<file path="config.mk">
export PLATFORM = sky130hd
export DESIGN_NAME = adder_rr_scheduler
export DESIGN_NICKNAME = d
export VERILOG_FILES = /design/src/rtl/adder_sched_pkg.sv /design/src/rtl/rr_arbiter.sv /design/src/rtl/adder_rr_scheduler.sv
export SDC_FILE = /design/constraint.sdc
export NUM_CORES = 1
export LEC_CHECK = 0
export ABC_AREA = 1
export CORE_MARGIN = 4
export CORE_UTILIZATION = 43
export CTS_CLUSTER_DIAMETER = 60
export CTS_CLUSTER_SIZE = 12
export DETAILED_ROUTE_END_ITERATION = 7
export PLACE_DENSITY_LB_ADDON = 0.25
export RECOVER_POWER = 50
export SKIP_CTS_REPAIR_TIMING = 1
export SLEW_MARGIN = 20
export SYNTH_ARGS = -nofsm -noshare
export SYNTH_HDL_FRONTEND = slang
export SYNTH_SLANG_ARGS = --single-unit
export TNS_END_PERCENT = 50
</file>
<file path="constraint.sdc">
create_clock -name clk -period 5.9 [get_ports clk]
set_input_delay 0.59 -clock clk [delete_from_list [all_inputs] [get_ports clk]]
set_output_delay 0.59 -clock clk [all_outputs]
set_load 0.1 [all_outputs]
</file>
<file path="src/rtl/adder_sched_pkg.sv">
// Shared types and helpers for the round-robin adder scheduler.
package adder_sched_pkg;

    // Scheduler phases: accept a request, pulse the adder, wait for its result, present the response.
    typedef enum logic [1:0] {
        IDLE  = 2'd0,
        ISSUE = 2'd1,
        WAIT  = 2'd2,
        RESP  = 2'd3
    } sched_state_e;

    // Width of a requester index. Kept at least 1 so that index ports never collapse to zero width.
    function automatic int id_w(input int n);
        return (n > 1) ? $clog2(n) : 1;
    endfunction

endpackage

</file>
<file path="src/rtl/rr_arbiter.sv">
// Combinational round-robin arbiter: grants the first requester at or above ptr, wrapping modulo N.
// The owner of ptr decides when the pointer advances.
module rr_arbiter
    import adder_sched_pkg::*;
#(
    parameter int N = 4
) (
    input  logic [N-1:0]         req,
    input  logic [id_w(N)-1:0]   ptr,
    input  logic                 en,
    output logic [N-1:0]         grant,
    output logic [id_w(N)-1:0]   grant_idx
);

    localparam int IW = id_w(N);

    logic found;

    // Rotating priority search starting at ptr; the first valid requester wins.
    always_comb begin
        // NOTE: every output of a combinational block gets a default first, so no path leaves it unassigned and infers a latch.
        grant     = '0;
        grant_idx = '0;
        found     = 1'b0;
        for (int k = 0; k < N; k++) begin
            if (en && !found && req[(int'(ptr) + k) % N]) begin
                found                         = 1'b1;
                grant[(int'(ptr) + k) % N]    = 1'b1;
                grant_idx                     = IW'((int'(ptr) + k) % N);
            end
        end
    end

endmodule

</file>
<file path="src/rtl/adder_rr_scheduler.sv">
// Shares one single-cycle adder among N requesters. Round-robin grant, one operation in flight,
// tagged response with valid/ready, and a watchdog that turns a missing adder valid into an error response.
module adder_rr_scheduler
    import adder_sched_pkg::*;
#(
    parameter int N       = 4,
    parameter int W       = 16,
    parameter int TIMEOUT = 4
) (
    input  logic                 clk,
    input  logic                 rst,
    input  logic [N-1:0]         req_valid,
    output logic [N-1:0]         req_ready,
    input  logic [N*W-1:0]       req_a,
    input  logic [N*W-1:0]       req_b,
    output logic                 add_start,
    output logic [W-1:0]         add_a,
    output logic [W-1:0]         add_b,
    input  logic [W-1:0]         add_y,
    input  logic                 add_valid,
    output logic                 rsp_valid,
    input  logic                 rsp_ready,
    output logic [id_w(N)-1:0]   rsp_id,
    output logic [W-1:0]         rsp_sum,
    output logic                 rsp_err,
    output logic                 busy
);

    localparam int IW = id_w(N);
    localparam int CW = $clog2(TIMEOUT);

    sched_state_e   state_q;
    sched_state_e   state_d;
    logic [IW-1:0]  rr_ptr;
    logic [IW-1:0]  grant_idx;
    logic [CW-1:0]  wait_cnt;
    logic           accept;
    logic           timed_out;

    // req_ready is the only combinational output: it is the arbiter grant, enabled only in IDLE.
    rr_arbiter #(.N(N)) u_arb (
        .req       (req_valid),
        .ptr       (rr_ptr),
        .en        (state_q == IDLE),
        .grant     (req_ready),
        .grant_idx (grant_idx)
    );

    assign accept    = |req_ready;
    assign timed_out = (wait_cnt == CW'(TIMEOUT - 1));

    // State register.
    always_ff @(posedge clk or posedge rst) begin
        // NOTE: clocked blocks use non-blocking assignments so every register samples pre-edge values, independent of statement order.
        if (rst) state_q <= IDLE;
        else     state_q <= state_d;
    end

    // Next-state decode.
    always_comb begin
        state_d = state_q;
        unique case (state_q)
            IDLE:    if (accept)                  state_d = ISSUE;
            ISSUE:                                state_d = WAIT;
            WAIT:    if (add_valid || timed_out)  state_d = RESP;
            RESP:    if (rsp_ready)               state_d = IDLE;
            default:                              state_d = IDLE;
        endcase
    end

    // Datapath and registered outputs: operand latch, start pulse, watchdog, response capture.
    always_ff @(posedge clk or posedge rst) begin
        if (rst) begin
            rr_ptr    <= '0;
            wait_cnt  <= '0;
            add_start <= 1'b0;
            add_a     <= '0;
            add_b     <= '0;
            rsp_valid <= 1'b0;
            rsp_id    <= '0;
            rsp_sum   <= '0;
            rsp_err   <= 1'b0;
            busy      <= 1'b0;
        end else begin
            add_start <= 1'b0;
            busy      <= (state_d != IDLE);
            unique case (state_q)
                IDLE: begin
                    if (accept) begin
                        add_a     <= req_a[int'(grant_idx) * W +: W];
                        add_b     <= req_b[int'(grant_idx) * W +: W];
                        rsp_id    <= grant_idx;
                        rr_ptr    <= (int'(grant_idx) == N - 1) ? '0 : grant_idx + 1'b1;
                        add_start <= 1'b1;
                    end
                end
                ISSUE: begin
                    wait_cnt <= '0;
                end
                WAIT: begin
                    if (add_valid) begin
                        rsp_sum   <= add_y;
                        rsp_err   <= 1'b0;
                        rsp_valid <= 1'b1;
                    end else if (timed_out) begin
                        rsp_sum   <= '0;
                        rsp_err   <= 1'b1;
                        rsp_valid <= 1'b1;
                    end else begin
                        wait_cnt <= wait_cnt + 1'b1;
                    end
                end
                RESP: begin
                    if (rsp_ready) rsp_valid <= 1'b0;
                end
                default: ;
            endcase
        end
    end

endmodule

</file>
==> out/summary.txt, run 1 <==
Status -> finished with violations
Failing checks -> capacitance limit, slew limit
Congestion Overflow GR -> 0
Ant. Diodes -> 0
Num CTS Buffers -> 9
Total iterations of the first detailed-routing run -> 5
Worst reg2reg path depth -> 16
CTS max path bufs -> 2
Area grow syn2layout -> 57.74%
Layout cell share with drive strength beyond 1 -> 6.190%
Reg-to-reg critical path startpoint -> rr_ptr[1]
Dpl hpwl -> 9.834 mm
Critical Path Max Stage Delay -> 1.14 ns
Max_slew headroom -> -115.2%
Count of input and output buffers -> 209
Total Wirelength -> 13.54 mm
Worst hold path type -> reg -> reg
Hold Vio Cnt, Final -> 0
DRC -> 0
Vias in the first global route -> 4414
Antenna-violating nets left -> 0
Max-slew violation count -> 61
Initial Util -> 44.46%
Final worst-path cycle share -> 67.68%
Die span in y -> 103.2 um
Mapped Area -> 3896 um2
Synth cell types -> 30
CP required -> 5.31 ns
CTS H-tree lvls -> 3
WS Path Type -> reg -> out
Pin count of the biggest net entering global routing -> 66
Cell depth of the worst hold path -> 2
TNS Setup -> 0 ns
Flops & latches, synth -> 60
Finish-stage setup viols -> 0
I/O pin count -> 210
Worst-Skew Late Latency -> 0.34 ns
Worst-margin pin slew -> 3.228 ns
Dpl cells -> 819
RSZ-0062 raised after global routing -> no
CP Capture Type -> output port
TritonCTS clock tree -> done
Crit Path Max Fanout -> 8
Worst Path Arrival -> 3.40 ns
Vias per inst -> 5.441
Skew final -> 0.008893 ns
Core footprint -> 8763 um2
Synthesized area per cell -> 7.310 um2
Clk Tree Root Cell -> clkbuf_8
Worst R2R Setup Slack -> 1.95 ns
RePlAce Congestion -> 0.8955
Clock Pin Slew Worst Setup and Hold Paths -> 0.07 ns
First-pass GRT wire length -> 20.54 mm
Critical Path Source Type -> register
Routed WL per cell -> 16.22 um
Antenna violations before repair -> 0
Crit path depth -> 10
CP Buf/Inv Count -> 3
Tmin final -> 3.993 ns
Min-delay src -> add_b[15]
Register area share after synthesis -> 38.54%
Critical path's top delay family -> buffers and inverters
Reg2reg end -> add_b[4]
Die area -> 10650 um2
Row Count -> 34
Hold Path Sink -> add_b[15]
Syn Nets -> 695
Ys Warns -> 0
Slowest-stage cell, CP -> clkdlybuf4s50_1
Max-cap viol count -> 1
Initial DRC count -> 200
Fmax -> 250.4 MHz
Nets -> 884
Die extent in x -> 103.2 um
# clock sinks -> 60
CP Cell Sequence -> inv_1 > ha_1 > inv_1 > nand3_1 > nand2_2 > nand3_4 > nor2_4 > nand2_1 > nand3_1 > clkdlybuf4s50_1
Detailed-route via count -> 4543
Worst hold slack -> 0.4795 ns
Post-route insts no fill -> 835
Post-Synthesis Cells -> 533
Total Routing Usage GR -> 24.49%
[per-stage QoR]
step	utilization [%]	setup WS (ns)	instance area (um2)
2_1_floorplan	-	2.733	3896
3_3_place_gp	67.62	2.162	5926
3_5_place_dp	67.62	2.017	5926
4_1_cts	70.17	1.902	6150
5_1_grt	70.13	1.363	6146
6_report	70.13	1.907	6146
[state kept, by name, summed over array words and instances, names as in the netlist]
| name | flops |
|---|---|
| add_b | 16 |
| busy | 1 |
| rsp_id | 2 |
| wait_cnt | 2 |
| state_q | 2 |
| add_start | 1 |
| rr_ptr | 2 |
| rsp_valid | 1 |
| add_a | 16 |
| rsp_sum | 16 |
| rsp_err | 1 |
[worst max path at each step]
stage / startpoint / endpoint / slack, ns
floorplan: rr_ptr[0] / add_a[0] / 2.73
global placement: rr_ptr[1] / add_a[15] / 2.16
detailed placement: rr_ptr[1] / add_b[4] / 2.02
CTS: rr_ptr[1] / req_ready[1] / 1.90
global route: rst / wait_cnt[0] / 1.36
finish: rr_ptr[1] / req_ready[1] / 1.91
[synthesized netlist by cell type, drive strengths merged]
cell	instances	share of area, %
clkbuf	1	0.096
nand4	1	0.16
o31ai	1	0.19
nand2	179	18
dfrtp	60	39
nand3	181	24
a22o	17	3.8
a21oi	2	0.55
ha	10	3.2
o21ai	4	0.61
buf	35	6.1
inv	19	1.8
clkinv	2	0.19
a21o	1	0.19
nor2	18	2.1
nor3	1	0.13
o21bai	1	0.19
[area by class of cell]
class                           instances  area [um2]
Timing Repair Buffer                  214        2126
Fill cell                             725        2618
Multi-Input combinational cell        416        2081
Tap cell                              108       135.1
Clock inverter                          7       100.1
Sequential cell                        60        1501
Clock buffer                            9       123.9
Inverter                               21       78.83
[layout by cell type, fill, tap and decap left out, drive strengths merged]
| cell | count |
|---|---|
| o21ai | 4 |
| a21o | 1 |
| dfrtp | 60 |
| nor2 | 18 |
| ha | 10 |
| a22o | 17 |
| clkdlybuf4s50 | 198 |
| inv | 19 |
| o31ai | 1 |
| nand3 | 181 |
| nand2 | 179 |
| dlygate4sd3 | 11 |
| bufinv | 2 |
| nand4 | 1 |
| o21bai | 1 |
| clkbuf | 10 |
| nor3 | 1 |
| a21oi | 2 |
| buf | 4 |
| clkinv | 7 |
[layer usage]
metal	share of wire [%]	vias up	track usage, %
li1	-	2172	-
met1	38	2134	28.64
met2	50	206	41.88
met3	9.1	31	6.908
met4	3.0	0	10.76
met5	0	-	0
[kinds of logic (layout without fill, tap and decap cells)]
family	count (synthesis)	after routing	share of synthesized area [%]
DFF	60	60	38.54
and+or+nand+nor	380	380	44.51
buffers and inverters	57	251	8.189
AOI/OAI and AO/OA	26	26	5.556
adders and majority gates	10	10	3.211
[tightest hold or removal path, delay by kind of cell, from the launching register on]
| kind | cells | cell delay [ns] |
|---|---|---|
| flops | 1 | 0.34 |
| simple gates | 2 | 0.11 |
Power of run 1 is not shown: default switching activity piles up to over one toggle a cycle in this logic, so the estimate is an artifact.
==> run 2: changes to the inputs <==
--- a/config.mk
+++ b/config.mk
@@ -7,7 +7,7 @@
 export LEC_CHECK = 0
 export ABC_AREA = 1
 export CORE_MARGIN = 4
-export CORE_UTILIZATION = 43
+export CORE_UTILIZATION = 40
 export CTS_CLUSTER_DIAMETER = 60
 export CTS_CLUSTER_SIZE = 12
 export DETAILED_ROUTE_END_ITERATION = 7
==> constraint.sdc (replaced) <==
create_clock -name clk -period 3.8 [get_ports clk]
set_input_delay 0.38 -clock clk [delete_from_list [all_inputs] [get_ports clk]]
set_output_delay 0.38 -clock clk [all_outputs]
set_load 0.1 [all_outputs]
==> out/summary.txt, run 2 (same netlist as run 1, synthesis figures left out) <==
Final WS setup -> 0.7405 ns (-1.167 ns)
Top cell by count, worst path -> nand3_1
WS Path Type -> reg -> reg
Detailed-route via count -> 4466 (-1.7%)
Tmin final -> 3.060 ns
Slowest-stage cell, CP -> dfrtp_1
Die area -> 11380 um2 (+6.9%)
CP Capture Type -> register
CP required -> 4.03 ns (-1.28 ns)
I/O pin count -> 210 (unchanged)
Critical Path Max Stage Delay -> 0.55 ns (-0.59 ns)
Num CTS Buffers -> 9 (unchanged)
Hold Vio Cnt, Final -> 0 (unchanged)
Max_slew headroom -> 10.12% (+130 points)
Crit Path Max Fanout -> 22 (+14)
Top flop regs -> add_a x16, add_b x16, rsp_sum x16
Dpl hpwl -> 10.03 mm (+2.0%)
Commonest non-fill, non-tap cell in the layout -> clkdlybuf4s50_1
Initial DRC count -> 225 (+13%)
Max-slew violation count -> 0 (-100%)
Status -> completed
Most frequent cells in the layout -> clkdlybuf4s50_1, nand3_1, nand2_1
Routed WL per cell -> 15.49 um (-4.5%)
First-pass GRT wire length -> 21.28 mm (+3.6%)
Antenna-violating nets left -> 0 (unchanged)
Antenna violations before repair -> 0 (unchanged)
Dpl cells -> 842 (+2.8%)
Worst hold slack -> 0.4784 ns (-0.001081 ns)
Worst-margin pin slew -> 1.348 ns (-1.880 ns)
CP Cell Sequence -> inv_2 > ha_1 > inv_1 > nand3_1 > nand2_2 > nand3_4 > a21o_1 > a21oi_4 > buf_4 > nand3_1 > nand3_1 > nand2_1
TNS Setup -> 0 ns (unchanged)
CTS max path bufs -> 2 (unchanged)
Post-route insts no fill -> 858 (+2.8%)
CTS H-tree lvls -> 3 (unchanged)
Worst hold path type -> reg -> reg
Min-delay src -> rsp_id[0]
Total Wirelength -> 13.29 mm (-1.9%)
Congestion Overflow GR -> 0 (unchanged)
Nets -> 886 (+0.23%)
Die span in y -> 106.7 um (+3.4%)
Worst Path Arrival -> 3.29 ns (-0.11 ns)
Total iterations of the first detailed-routing run -> 5 (unchanged)
Clk Tree Root Cell -> clkbuf_8
Reg-to-reg critical path startpoint -> rr_ptr[0]
Finish-stage setup viols -> 0 (unchanged)
RePlAce Congestion -> 0.8785 (-1.9%)
Fillers -> 828 (+14%)
Initial Util -> 41.58% (-2.9 points)
Vias in the first global route -> 4468 (+1.2%)
Total Routing Usage GR -> 23.16% (-1.3 points)
Area grow syn2layout -> 58.22%
Vias per inst -> 5.205 (-4.3%)
Max-cap viol count -> 0 (-1)
Clock Pin Slew Worst Setup and Hold Paths -> 0.07 ns (about the same)
Die extent in x -> 106.7 um (+3.4%)
Core footprint -> 9371 um2 (+6.9%)
RSZ-0062 raised after global routing -> no
# clock sinks -> 60 (unchanged)
TritonCTS clock tree -> done
Count of input and output buffers -> 209 (unchanged)
Pin count of the biggest net entering global routing -> 65 (-1.5%)
Row Count -> 35 (+2.9%)
Fmax -> 326.9 MHz
Layout cell share with drive strength beyond 1 -> 6.996% (+0.81 points)
Skew final -> 0.009849 ns (+0.0009569 ns)
Place WS -> 0.7676 ns (-1.249 ns)
DRC -> 0 (unchanged)
Ant. Diodes -> 0 (unchanged)
Critical Path Start -> rr_ptr[0]
Critical Path Source Type -> register
Final worst-path cycle share -> 80.51%
Worst-Skew Late Latency -> 0.33 ns (about the same)
[run 2: final cells by class]
cell class / count / area [um2] / share of cell area (%)
Inverter: 21 / 78.83 / 1.279
Clock buffer: 9 / 123.9 / 2.009
Clock inverter: 7 / 75.07 / 1.218
Multi-Input combinational cell: 416 / 2081 / 33.75
Tap cell: 129 / 161.4 / 2.618
Sequential cell: 60 / 1501 / 24.36
Timing Repair Buffer: 216 / 2143 / 34.77
[run 2: final timing paths]
kind / end / slack (ns) / cells past startpoint
min in group asynchronous: add_a[11] / 0.86 / 2
hold / removal: rsp_id[0] / 0.48 / 2
hold reg to reg: rsp_id[0] / 0.48 / 2
max in group asynchronous: add_a[15] / 1.07 / 3
setup / recovery: add_b[8] / 0.74 / 12
setup reg to reg: add_b[8] / 0.74 / 12
[run 2: critical path: cells and delay by family, from the launching register on]
family | cells | cell delay (ns)
AOI/OAI and AO/OA | 2 | 0.77
DFF | 1 | 0.55
buffers and inverters | 3 | 0.65
and+or+nand+nor | 6 | 0.61
adders and majority gates | 1 | 0.36
[run 2: per-layer routing]
metal | vias to the layer above | part of all wire [%] | GRT usage [%] | wire (um)
met1 | 2052 | 38 | 26.17 | 5093
li1 | 2175 | - | - | -
met2 | 205 | 50 | 40.51 | 6626
met4 | 0 | 2.9 | 8.584 | 388
met3 | 34 | 8.9 | 7.706 | 1179
met5 | - | 0 | 0 | 0
[run 2: metrics by stage]
stage | area (um2) | utilization, %
floorplan | 3896 | -
global placement | 5969 | 63.70
detailed placement | 5969 | 63.70
CTS | 6168 | 65.82
global route | 6165 | 65.78
finish | 6165 | 65.78
Power of run 2 is left out for the same reason.
==> run 3: changes to the inputs <==
==> constraint.sdc (replaced) <==
create_clock -name clk -period 3 [get_ports clk]
set_input_delay 0.3 -clock clk [delete_from_list [all_inputs] [get_ports clk]]
set_output_delay 0.3 -clock clk [all_outputs]
set_load 0.1 [all_outputs]
==> out/summary.txt, run 3 (same netlist as run 1, synthesis figures left out) <==
Status -> completed
I/O pin count -> 210 (unchanged)
Die area -> 11380 um2 (unchanged)
Congestion Overflow GR -> 0 (unchanged)
Cell depth of the worst hold path -> 2 (unchanged)
Clk Tree Root Cell -> clkbuf_8
Tmin final -> 2.758 ns (-0.3013 ns)
Skew final -> 0.01491 ns (+0.005063 ns)
Count of input and output buffers -> 209 (unchanged)
CP Cell Sequence -> inv_2 > ha_1 > inv_1 > nand3_1 > nand2_2 > nand3_4 > nor2_4 > nand2_1 > nand3_2 > nor2_1 > nand2_2 > buf_4 > nand3_1 > nand2_1
Slowest-stage cell, CP -> dfrtp_1
DRC -> 0 (unchanged)
CP Buf/Inv Count -> 3 (unchanged)
Top flop regs -> add_a x16, add_b x16, rsp_sum x16
Clock Pin Slew Worst Setup and Hold Paths -> 0.07 ns (about the same)
Total iterations of the first detailed-routing run -> 5 (unchanged)
First-pass GRT wire length -> 20.91 mm (-1.7%)
Vias in the first global route -> 4394 (-1.7%)
Max-cap viol count -> 0 (unchanged)
Most frequent cells in the layout -> nand3_1, nand2_1, clkdlybuf4s50_1
Wl on met1 -> 5.036 mm (-1.1%)
Detailed-route via count -> 4418 (-1.1%)
Max-slew violation count -> 0 (unchanged)
Ant. Diodes -> 0 (unchanged)
Met2 WL -> 6.556 mm (-1.1%)
Core footprint -> 9371 um2 (unchanged)
Pin count of the biggest net entering global routing -> 40 (-38%)
Initial Util -> 41.58% (unchanged)
Finish-stage setup viols -> 0 (unchanged)
CP Capture Type -> register
CP required -> 3.27 ns (-0.76 ns)
TritonCTS clock tree -> done
Layout cell share with drive strength beyond 1 -> 9.660% (+2.7 points)
Total Routing Usage GR -> 22.72% (-0.44 points)
Fmax -> 362.6 MHz (+11%)
Worst-margin pin slew -> 1.276 ns (-0.07193 ns)
Worst hold path type -> reg -> reg
Met3 WL -> 968 um (-18%)
Row Count -> 35 (unchanged)
Worst-Skew Late Latency -> 0.34 ns (about the same)
RSZ-0062 raised after global routing -> no
Critical Path Max Stage Delay -> 0.51 ns (-0.04 ns)
Total Wirelength -> 12.91 mm (-2.9%)
Die extent in x -> 106.7 um (unchanged)
Vias per inst -> 5.113 (-1.8%)
Final worst-path cycle share -> 91.94% (+11 points)
Area grow syn2layout -> 55.52%
Hold Vio Cnt, Final -> 0 (unchanged)
Worst reg2reg path depth -> 14 (+2)
Crit Path Max Fanout -> 39 (+77%)
WS Path Type -> reg -> reg
Antenna-violating nets left -> 0 (unchanged)
Routed WL per cell -> 14.94 um (-3.6%)
Commonest non-fill, non-tap cell in the layout -> nand3_1
CTS H-tree lvls -> 3 (unchanged)
Max_slew headroom -> 14.91% (+4.8 points)
Worst Path Arrival -> 3.02 ns (-0.27 ns)
CTS max path bufs -> 2 (unchanged)
Nets -> 892 (+0.68%)
RePlAce Congestion -> 0.8813 (+0.32%)
Max layer used -> met4
Die span in y -> 106.7 um (unchanged)
Crit path depth -> 14 (+2)
Critical Path Source Type -> register
Dpl hpwl -> 10.11 mm (+0.85%)
Initial DRC count -> 172 (-24%)
Critical path's top delay family -> simple AND/OR/NAND/NOR gates
Num CTS Buffers -> 9 (unchanged)
TNS Setup -> 0 ns (unchanged)
Antenna violations before repair -> 0 (unchanged)
# clock sinks -> 60 (unchanged)
==> run 3: changes by cell type in the layout (fill, tap and decap cells not counted), sizes merged <==
cell,change
clkdlybuf4s50,-34
clkbuf,+30
buf,+19
dlygate4sd3,-8
clkinvlp,-3
clkinv,+2
==> run 3: cell type report <==
| cell class | count | area [um2] |
|---|---|---|
| Fill cell | 879 | 3312 |
| Multi-Input combinational cell | 416 | 2086 |
| Timing Repair Buffer | 222 | 2024 |
| Sequential cell | 60 | 1501 |
| Tap cell | 129 | 161.4 |
| Clock buffer | 10 | 137.6 |
| Inverter | 21 | 78.83 |
| Clock inverter | 6 | 70.07 |
==> run 3: path summary, 6_finish.rpt <==
path	start	slack, ns	to
max	rr_ptr[0]	0.24	add_b[6]
min	rsp_id[0]	0.48	rsp_id[0]
max reg2reg	rr_ptr[0]	0.24	add_b[6]
min reg2reg	rsp_id[0]	0.48	rsp_id[0]
max in group asynchronous	rst	0.91	add_b[11]
min in group asynchronous	rst	0.49	add_a[10]
==> run 3: stage by stage <==
| step | setup slack, ns | hold slack [ns] | instances | utilization [%] | instance area [um2] |
|---|---|---|---|---|---|
| 2_1_floorplan | 0.1908 | 0.4397 | 533 | - | 3901 |
| 3_3_place_gp | 0.4170 | 0.4546 | 848 | 63.64 | 5964 |
| 3_5_place_dp | 0.2646 | 0.4648 | 848 | 63.64 | 5964 |
| 4_1_cts | 0.2343 | 0.2434 | 864 | 65.86 | 6172 |
| 5_1_grt | 0.01368 | 0.4979 | 864 | 64.66 | 6060 |
| 6_report | 0.2418 | 0.4805 | 864 | 64.66 | 6060 |
==> run 3: worst min-delay path: cells and delay by family (launching register included) <==
family        cells  cell delay [ns]
flops             1             0.35
simple gates      2             0.11
==> run 3: routing by layer <==
layer | GRT usage, % | vias up
met5 | 0 | -
met4 | 9.954 | 0
met3 | 5.960 | 30
met2 | 39.34 | 191
met1 | 26.39 | 2018
li1 | - | 2179
Power of run 3 is left out for the same reason.
